===== src/rtl/crossbar_multicast.sv =====
// Multicast crossbar: per-output select/enable with one output register stage.
// Route maps change only after all output registers have drained.
//
// Ports:
//   clk, reset   : clock and synchronous active-high reset
//   recv_*       : N_INPUTS val/rdy input channels (channel 0 in the top slice)
//   send_*       : N_OUTPUTS val/rdy output channels (channel 0 in the top slice)
//   control*     : val/rdy route-map port, one {en, sel} field per output
module crossbar_multicast #(
  parameter int BIT_WIDTH         = 32,
  parameter int N_INPUTS          = 4,
  parameter int N_OUTPUTS         = 4,
  parameter int SEL_W             = $clog2(N_INPUTS),
  parameter int CONTROL_BIT_WIDTH = N_OUTPUTS*(SEL_W+1)
) (
  input  logic                           clk,
  input  logic                           reset,
  input  logic [N_INPUTS*BIT_WIDTH-1:0]  recv_msg,
  input  logic [0:N_INPUTS-1]            recv_val,
  output logic [0:N_INPUTS-1]            recv_rdy,
  output logic [N_OUTPUTS*BIT_WIDTH-1:0] send_msg,
  output logic [0:N_OUTPUTS-1]           send_val,
  input  logic [0:N_OUTPUTS-1]           send_rdy,
  input  logic [CONTROL_BIT_WIDTH-1:0]   control,
  input  logic                           control_val,
  output logic                           control_rdy
);

  localparam int FW = SEL_W + 1;

  logic [CONTROL_BIT_WIDTH-1:0] map_q;
  logic [0:N_OUTPUTS-1]         full_q;
  logic [BIT_WIDTH-1:0]         data_q   [N_OUTPUTS];

  logic [SEL_W-1:0]             sel      [N_OUTPUTS];
  logic [0:N_OUTPUTS-1]         live;
  logic [0:N_OUTPUTS-1]         can_acc;
  logic [0:N_OUTPUTS-1]         load;
  logic [BIT_WIDTH-1:0]         load_msg [N_OUTPUTS];
  logic [BIT_WIDTH-1:0]         in_msg   [N_INPUTS];
  logic [0:N_INPUTS-1]          used;
  logic [0:N_INPUTS-1]          blocked;
  logic [0:N_INPUTS-1]          fire;

  always_comb begin
    for (int j = 0; j < N_OUTPUTS; j++) begin
      sel[j]     = map_q[CONTROL_BIT_WIDTH-2-j*FW -: SEL_W];
      // out-of-range selects behave as a disabled output
      live[j]    = map_q[CONTROL_BIT_WIDTH-1-j*FW] &&
                   (32'(sel[j]) < 32'(N_INPUTS));
      can_acc[j] = !full_q[j] || send_rdy[j];
    end
  end

  always_comb begin
    for (int i = 0; i < N_INPUTS; i++)
      in_msg[i] = recv_msg[(N_INPUTS-1-i)*BIT_WIDTH +: BIT_WIDTH];
  end

  // An input is ready only if every branch of its fork can accept,
  // so a multicast either lands everywhere or nowhere.
  always_comb begin
    used    = '0;
    blocked = '0;
    for (int i = 0; i < N_INPUTS; i++) begin
      for (int j = 0; j < N_OUTPUTS; j++) begin
        if (live[j] && sel[j] == SEL_W'(i)) begin
          used[i] = 1'b1;
          if (!can_acc[j]) blocked[i] = 1'b1;
        end
      end
    end
    recv_rdy = used & ~blocked & {N_INPUTS{!control_val}};
    fire     = recv_val & recv_rdy;
  end

  always_comb begin
    for (int j = 0; j < N_OUTPUTS; j++) begin
      load[j]     = 1'b0;
      load_msg[j] = '0;
      for (int i = 0; i < N_INPUTS; i++) begin
        if (live[j] && sel[j] == SEL_W'(i) && fire[i]) begin
          load[j]     = 1'b1;
          load_msg[j] = in_msg[i];
        end
      end
    end
  end

  always_comb begin
    send_msg = '0;
    for (int j = 0; j < N_OUTPUTS; j++)
      send_msg[(N_OUTPUTS-1-j)*BIT_WIDTH +: BIT_WIDTH] =
        full_q[j] ? data_q[j] : '0;
  end

  assign send_val    = full_q;
  assign control_rdy = ~|full_q;

  always_ff @(posedge clk) begin
    if (reset) begin
      map_q  <= '0;
      full_q <= '0;
      for (int j = 0; j < N_OUTPUTS; j++) data_q[j] <= '0;
    end else begin
      if (control_val && control_rdy) map_q <= control;
      for (int j = 0; j < N_OUTPUTS; j++) begin
        if (load[j]) begin
          full_q[j] <= 1'b1;
          data_q[j] <= load_msg[j];
        end else if (full_q[j] && send_rdy[j]) begin
          full_q[j] <= 1'b0;
        end
      end
    end
  end

endmodule


===== config.mk =====
export PLATFORM = sky130hd
export DESIGN_NAME = crossbar_multicast
export DESIGN_NICKNAME = d
export VERILOG_FILES = /design/src/rtl/crossbar_multicast.sv
export SDC_FILE = /design/constraint.sdc
export NUM_CORES = 1
export LEC_CHECK = 0
export CELL_PAD_IN_SITES_DETAIL_PLACEMENT = 1
export CELL_PAD_IN_SITES_GLOBAL_PLACEMENT = 1
export CORE_UTILIZATION = 53
export DETAILED_ROUTE_END_ITERATION = 8
export DONT_BUFFER_PORTS = 1
export GPL_TIMING_DRIVEN = 0
export PLACE_DENSITY = 0.9
export RECOVER_POWER = 100
export SYNTH_ARGS = -nofsm -noshare
export SYNTH_HDL_FRONTEND = slang
export SYNTH_SLANG_ARGS = --single-unit

===== constraint.sdc =====
create_clock -name clk -period 5.8 [get_ports clk]
set_input_delay 0.29 -clock clk [delete_from_list [all_inputs] [get_ports clk]]
set_output_delay 0.29 -clock clk [all_outputs]
set_load 0.01 [all_outputs]

# Yosys cells after proc, flatten, opt, wreduce, memory -nomap -nowiden

Memories as Yosys holds them, arrays and structs flattened.
Index checks and enable logic that the tools add are counted.

$add $sub $neg: 0
Shifts and indexed selects: 0
Reduce and logical (&&, ||, !) cells: 56
Mux-type cells: 107
Order comparisons: 0
Multipliers: 0
Divide/modulo/power cells: 0
Equal/unequal tests: 12
Bitwise operators: 8

Operators by type and width:

| kind                                          | number |
|---|---|
| two-way mux 32 bit                            | 24 |
| two-way mux 1 bit                             | 83 |
| logical AND 1 bit                             | 37 |
| == test 2 bit, second input constant          | 8 |
| AND 4 bit                                     | 3 |
| == test 2 x 1 -> 1 bit, second input constant | 4 |
| zero test 2 bit                               | 4 |
| nonzero test 2 bit                            | 4 |
| zero test 1 bit                               | 6 |
| logical OR 1 bit                              | 4 |
| NOT 4 bit                                     | 1 |
| bitwise OR 1 bit                              | 4 |
| OR reduction 4 bit                            | 1 |

Memory bits (read-only): 0
Logic and storage cells: 189
Bits in writable memories: 128
Register bits after elaboration: 16
Input bits: 151
Bits in latches: 0
Output and inout bits: 137
Memories: 1

Memories:

| name   | depth | width | read ports | clocked after memory_dff | write ports | RTL line | RTL |
|---|---|---|---|---|---|---|---|
| data_q | 4     | 32    | 4          | 0                        | 4           | 33       | `logic [BIT_WIDTH-1:0] data_q [N_OUTPUTS];` |

# Depth between registers and ports, before layout

Depth in word-level cells: 23
Depth in mapped cells: 8
Mapped depth without buffers: 5

# Worst setup path before layout

OpenSTA, ideal clock, no wires.

Kind: register to register
Start: reg full_q (netlist bit send_val[0])
End: mem data_q[3][0] (enable)
Cell stages (with the launch flop): 7
Arrival: 2.523 ns
Buffers on the path: 1
Setup slack: 2.716 ns
Setup time: 0.561 ns
Data required time: 5.239 ns
Clock period less this slack: 3.084 ns
Cells stage by stage: dfxtp_1 > nor2b_1 > a21oi_1 > and4_1 > nor2_1 > clkbuf_1 > nand3_1

RTL lines:

| item                            | RTL line | RTL |
|---|---|---|
| start, declared                 | 32       | `logic [0:N_OUTPUTS-1] full_q;` |
| start signal, assigned          | 103      | `full_q <= '0;` |
| start signal, assigned by index | 109      | `full_q[j] <= 1'b1;` |
| start signal, assigned by index | 112      | `full_q[j] <= 1'b0;` |
| end, declared                   | 33       |  |

==> run_results.csv <==
group,metric,value,unit
logic_synthesis,syn_nets,1195,
setup_path,cpPeakStageDelay,1.36,ns
placed_design,io_buffers,0,
setup_path,worst-path-stages,8,
die,row_count,50,
grt,grt_pass1_wl,61.9,mm
setup_path,criticalPathCategory,"register to register",
detailed_routing,first_iter_violations,1446,
logic_synthesis,yosys_warnings,0,
logic_synthesis,async_reset_ff_share,0,%
grt,grt_overflow,0,
hold_path,hold_path.class,"primary input to register",
outcome,failed_checks,"hold timing, capacitance limit, slew limit",
die,dieArea,19600,um^2
layout,final_util,58.5,%
detailed_routing,final_antenna_net_count,0,
layout,area_growth,8.50,%
pwr,ir_worst_vdd,0.233,mV
clock_tree,htreeDepth,4,
layout,drive_above_1_share,3.98,%
timing,hold_violations,1,
timing,slew_violations,113,
job,maxCapViolCount,5,
detailed_routing,wire_per_inst,32.0,um
timing,max_freq,209,MHz
detailed_routing,drc,0,
grt,grt_max_degree,33,
pwr,p_total,2.47,mW
placed_design,dp.cells,1278,
pwr,power_density,226,nW/um^2
timing,grt_setup_unrepaired,"no",
timing,fin_hold_ws,-0.00144,ns
setup_path,cp-startpoint,"send_val[3]",
pwr,leakage,4.28,nW
setup_path,critPathSlowestCell,"nor4_1",
grt,grt.total_usage,42.3,%
detailed_routing,first_pass_iters,6,
setup_path,cp.required,5.86,ns
die,initial_core_util,53.9,%
timing,finClkSkew,0.0118,ns
timing,setup-tns-final,0,ns
clock_tree,cts_tree,"built",
layout,stdcell_count,1314,
logic_synthesis,ys_types,56,
setup_path,startpoint_type,"register",
setup_path,critPathTopFamily,"simple AND/OR/NAND/NOR gates",
timing,tightestPinTransition,1.77,ns
hold_path,hold_depth,2,
setup_path,crit_chain,"clkbuf_1 -> and4bb_1 -> a221o_1 -> clkbuf_1 -> nor4_1 -> clkbuf_1 -> nor2_1 -> nand3_2",
timing,finalWorstPathRequiredPeriod,4.78,ns
outcome,outcome,"finished, violations left",
logic_synthesis,ys.flop_type,"edfxtp_1",
hold_path,holdCritStartpoint,"control[1]",
placed_design,dp_hpwl,29.5,mm
clock_tree,cts_sinks,144,
hold_path,hold_end,"map_q[1]",
setup_path,r2r_slack,1.02,ns
layout,final_nets,1220,
layout,antenna_cells,0,
setup_path,critPathBufInv,3,
setup_path,reg2regPathDepth,8,
clock_tree,cts_buffers,17,
grt,antenna_found_initial,0,
setup_path,cpMostUsedCell,"clkbuf_1",
setup_path,cp_max_fo,32,
logic_synthesis,synth-edff-count,128,
timing,relSlewSlack,-17.9,%
clock_tree,root_buffer,"clkbuf_16",
die,pin_count,288,
clock_tree,insertion_delay,0.44,ns
logic_synthesis,yosysSeqAreaShare,41.3,%
clock_tree,clk_path_buf_depth,2,
detailed_routing,vias_per_cell,7.83,
detailed_routing,vias,10289,
clock_tree,clk_transition_reported_paths,0.06,ns
die,coreArea,18700,um^2
setup_path,r2r_start,"send_val[3]",
die,dieHeight,140,um
setup_path,worstReg2RegEnd,"data_q[3][30]",
logic_synthesis,synthCells,1044,
setup_path,worstSetupEndpointType,"register",
timing,setup-violations-final,0,
placed_design,place_congestion,0.939,
logic_synthesis,ys_ff_latch,144,
logic_synthesis,postSynthAreaPerCell,9.66,um^2
die,die_x,140,um
setup_path,arrival,4.84,ns
grt,grt_pass1_vias,10203,
timing,fin_crit_sh,82.4,%
layout,nFillCells,2151,
logic_synthesis,syn-cell-area,10100,um^2
detailed_routing,finalWirelength,42.1,mm
## timing repair
action | 4_1_cts | 5_1_grt
resized for setup | 0 | 0
setup buffers | 0 | 0
hold buffers | 5 | 0
endpoints found under the hold margin | 5 | 0
## placed cells by master, fill, tap and decap left out, types with 5 or more instances in the layout
cell,Yosys,layout
a2111oi_0,34,34
a211oi_1,31,31
a21oi_1,17,17
a32oi_1,32,32
and2_0,0,128
buf_2,13,8
clkbuf_1,101,109
clkbuf_16,0,17
dfxtp_1,16,16
dlygate4sd3_1,0,5
edfxtp_1,128,128
inv_1,7,7
nand2_1,64,64
nand2b_1,5,5
nand3_1,49,48
nand4_1,12,12
nor2_1,14,14
nor2b_1,5,5
nor3_1,38,38
nor4_1,7,8
nor4b_1,32,32
o211a_1,64,64
o21ai_0,34,34
o22a_1,64,64
o22ai_1,64,64
o2bb2ai_1,32,32
## synth_stat cells, types with 12 or more instances
| library cell | count | share of area, % |
|---|---|---|
| a32oi_1 | 32 | 2.8 |
| edfxtp_1 | 128 | 38 |
| dfxtp_1 | 16 | 3.2 |
| o21ai_0 | 34 | 1.7 |
| a2111oi_0 | 34 | 3.0 |
| nor2_1 | 14 | 0.52 |
| a21oi_1 | 17 | 0.84 |
| o2bb2ai_1 | 32 | 2.8 |
| o22a_1 | 64 | 5.6 |
| a211oi_1 | 31 | 2.3 |
| clkbuf_1 | 101 | 3.8 |
| nand4_1 | 12 | 0.74 |
| nor4b_1 | 32 | 2.8 |
| and2_1 | 129 | 8.0 |
| nand2_1 | 64 | 2.4 |
| o211a_1 | 64 | 6.4 |
| o22ai_1 | 64 | 4.0 |
| nor3_1 | 38 | 1.9 |
| buf_2 | 13 | 0.65 |
| nand3_1 | 49 | 2.4 |
## flip-flops by register name (all words and copies together), names as in the netlist
| signal | cells |
|---|---|
| map_q | 12 |
| data_q | 128 |
| send_val | 4 |
## cells by family (layout without fill, tap and decap cells)
kind of cell	Yosys count	in the layout	synth area share, %
buffers and inverters	128	164	5.24
and+or+nand+nor	381	381	22.2
AOI/OAI and AO/OA	391	391	31.2
DFF	144	144	41.3
## worst max path at each step
stage | to | slack (ns)
after CTS | data_q[3][1] | 1.72
after global placement | data_q[3][2] | 1.14
after floorplan | data_q[3][0] | 2.72
final | data_q[3][30] | 1.02
after global routing | data_q[3][31] | 0.97
after detailed placement | data_q[3][5] | 1.73
## report_power, final
| part | leakage [nW] | switching [mW] | total, mW | internal (mW) |
|---|---|---|---|---|
| clock network | 0.268 | 0.457 | 1.08 | 0.623 |
| logic | 2.56 | 0.140 | 0.190 | 0.0497 |
| registers | 1.46 | 0.0222 | 1.20 | 1.18 |
| total | 4.28 | 0.619 | 2.47 | 1.85 |
## cell type report
class / instances / area (um^2) / area share, %
Inverter: 7 / 26.3 / 0.240
Clock inverter: 12 / 120 / 1.10
Timing Repair Buffer: 6 / 53.8 / 0.492
Buffer: 121 / 488 / 4.46
Clock buffer: 18 / 429 / 3.92
Tap cell: 234 / 293 / 2.68
Sequential cell: 144 / 4160 / 38.1
Multi-Input combinational cell: 772 / 5370 / 49.0
## worst reg2reg max path: stages (launching register included)
cell	delay, ns
dfxtp_1	0.35
clkbuf_1	0.32
and4bb_1	0.36
a221o_1	0.33
clkbuf_1	0.26
nor4_1	1.36
clkbuf_1	0.63
nor2_1	0.15
nand3_2	0.64
## routing by layer
metal | wire length (um) | GRT usage, % | part of all wire, % | vias to the layer above
met3 | 5460 | 12.9 | 13 | 220
met1 | 15400 | 52.9 | 36 | 4924
met5 | 0 | 0 | 0 | -
li1 | - | - | - | 4259
met4 | 2430 | 24.3 | 5.8 | 0
met2 | 18800 | 64.9 | 45 | 886
## metrics by stage
step                      cell area, um^2  setup WS, ns
after floorplan                     10100          2.72
after global placement              10400          1.14
after detailed placement            10400          1.73
after global routing                10900         0.966
final                               10900          1.02
after CTS                           11000          1.72
Power figures use the tool's default switching activity.
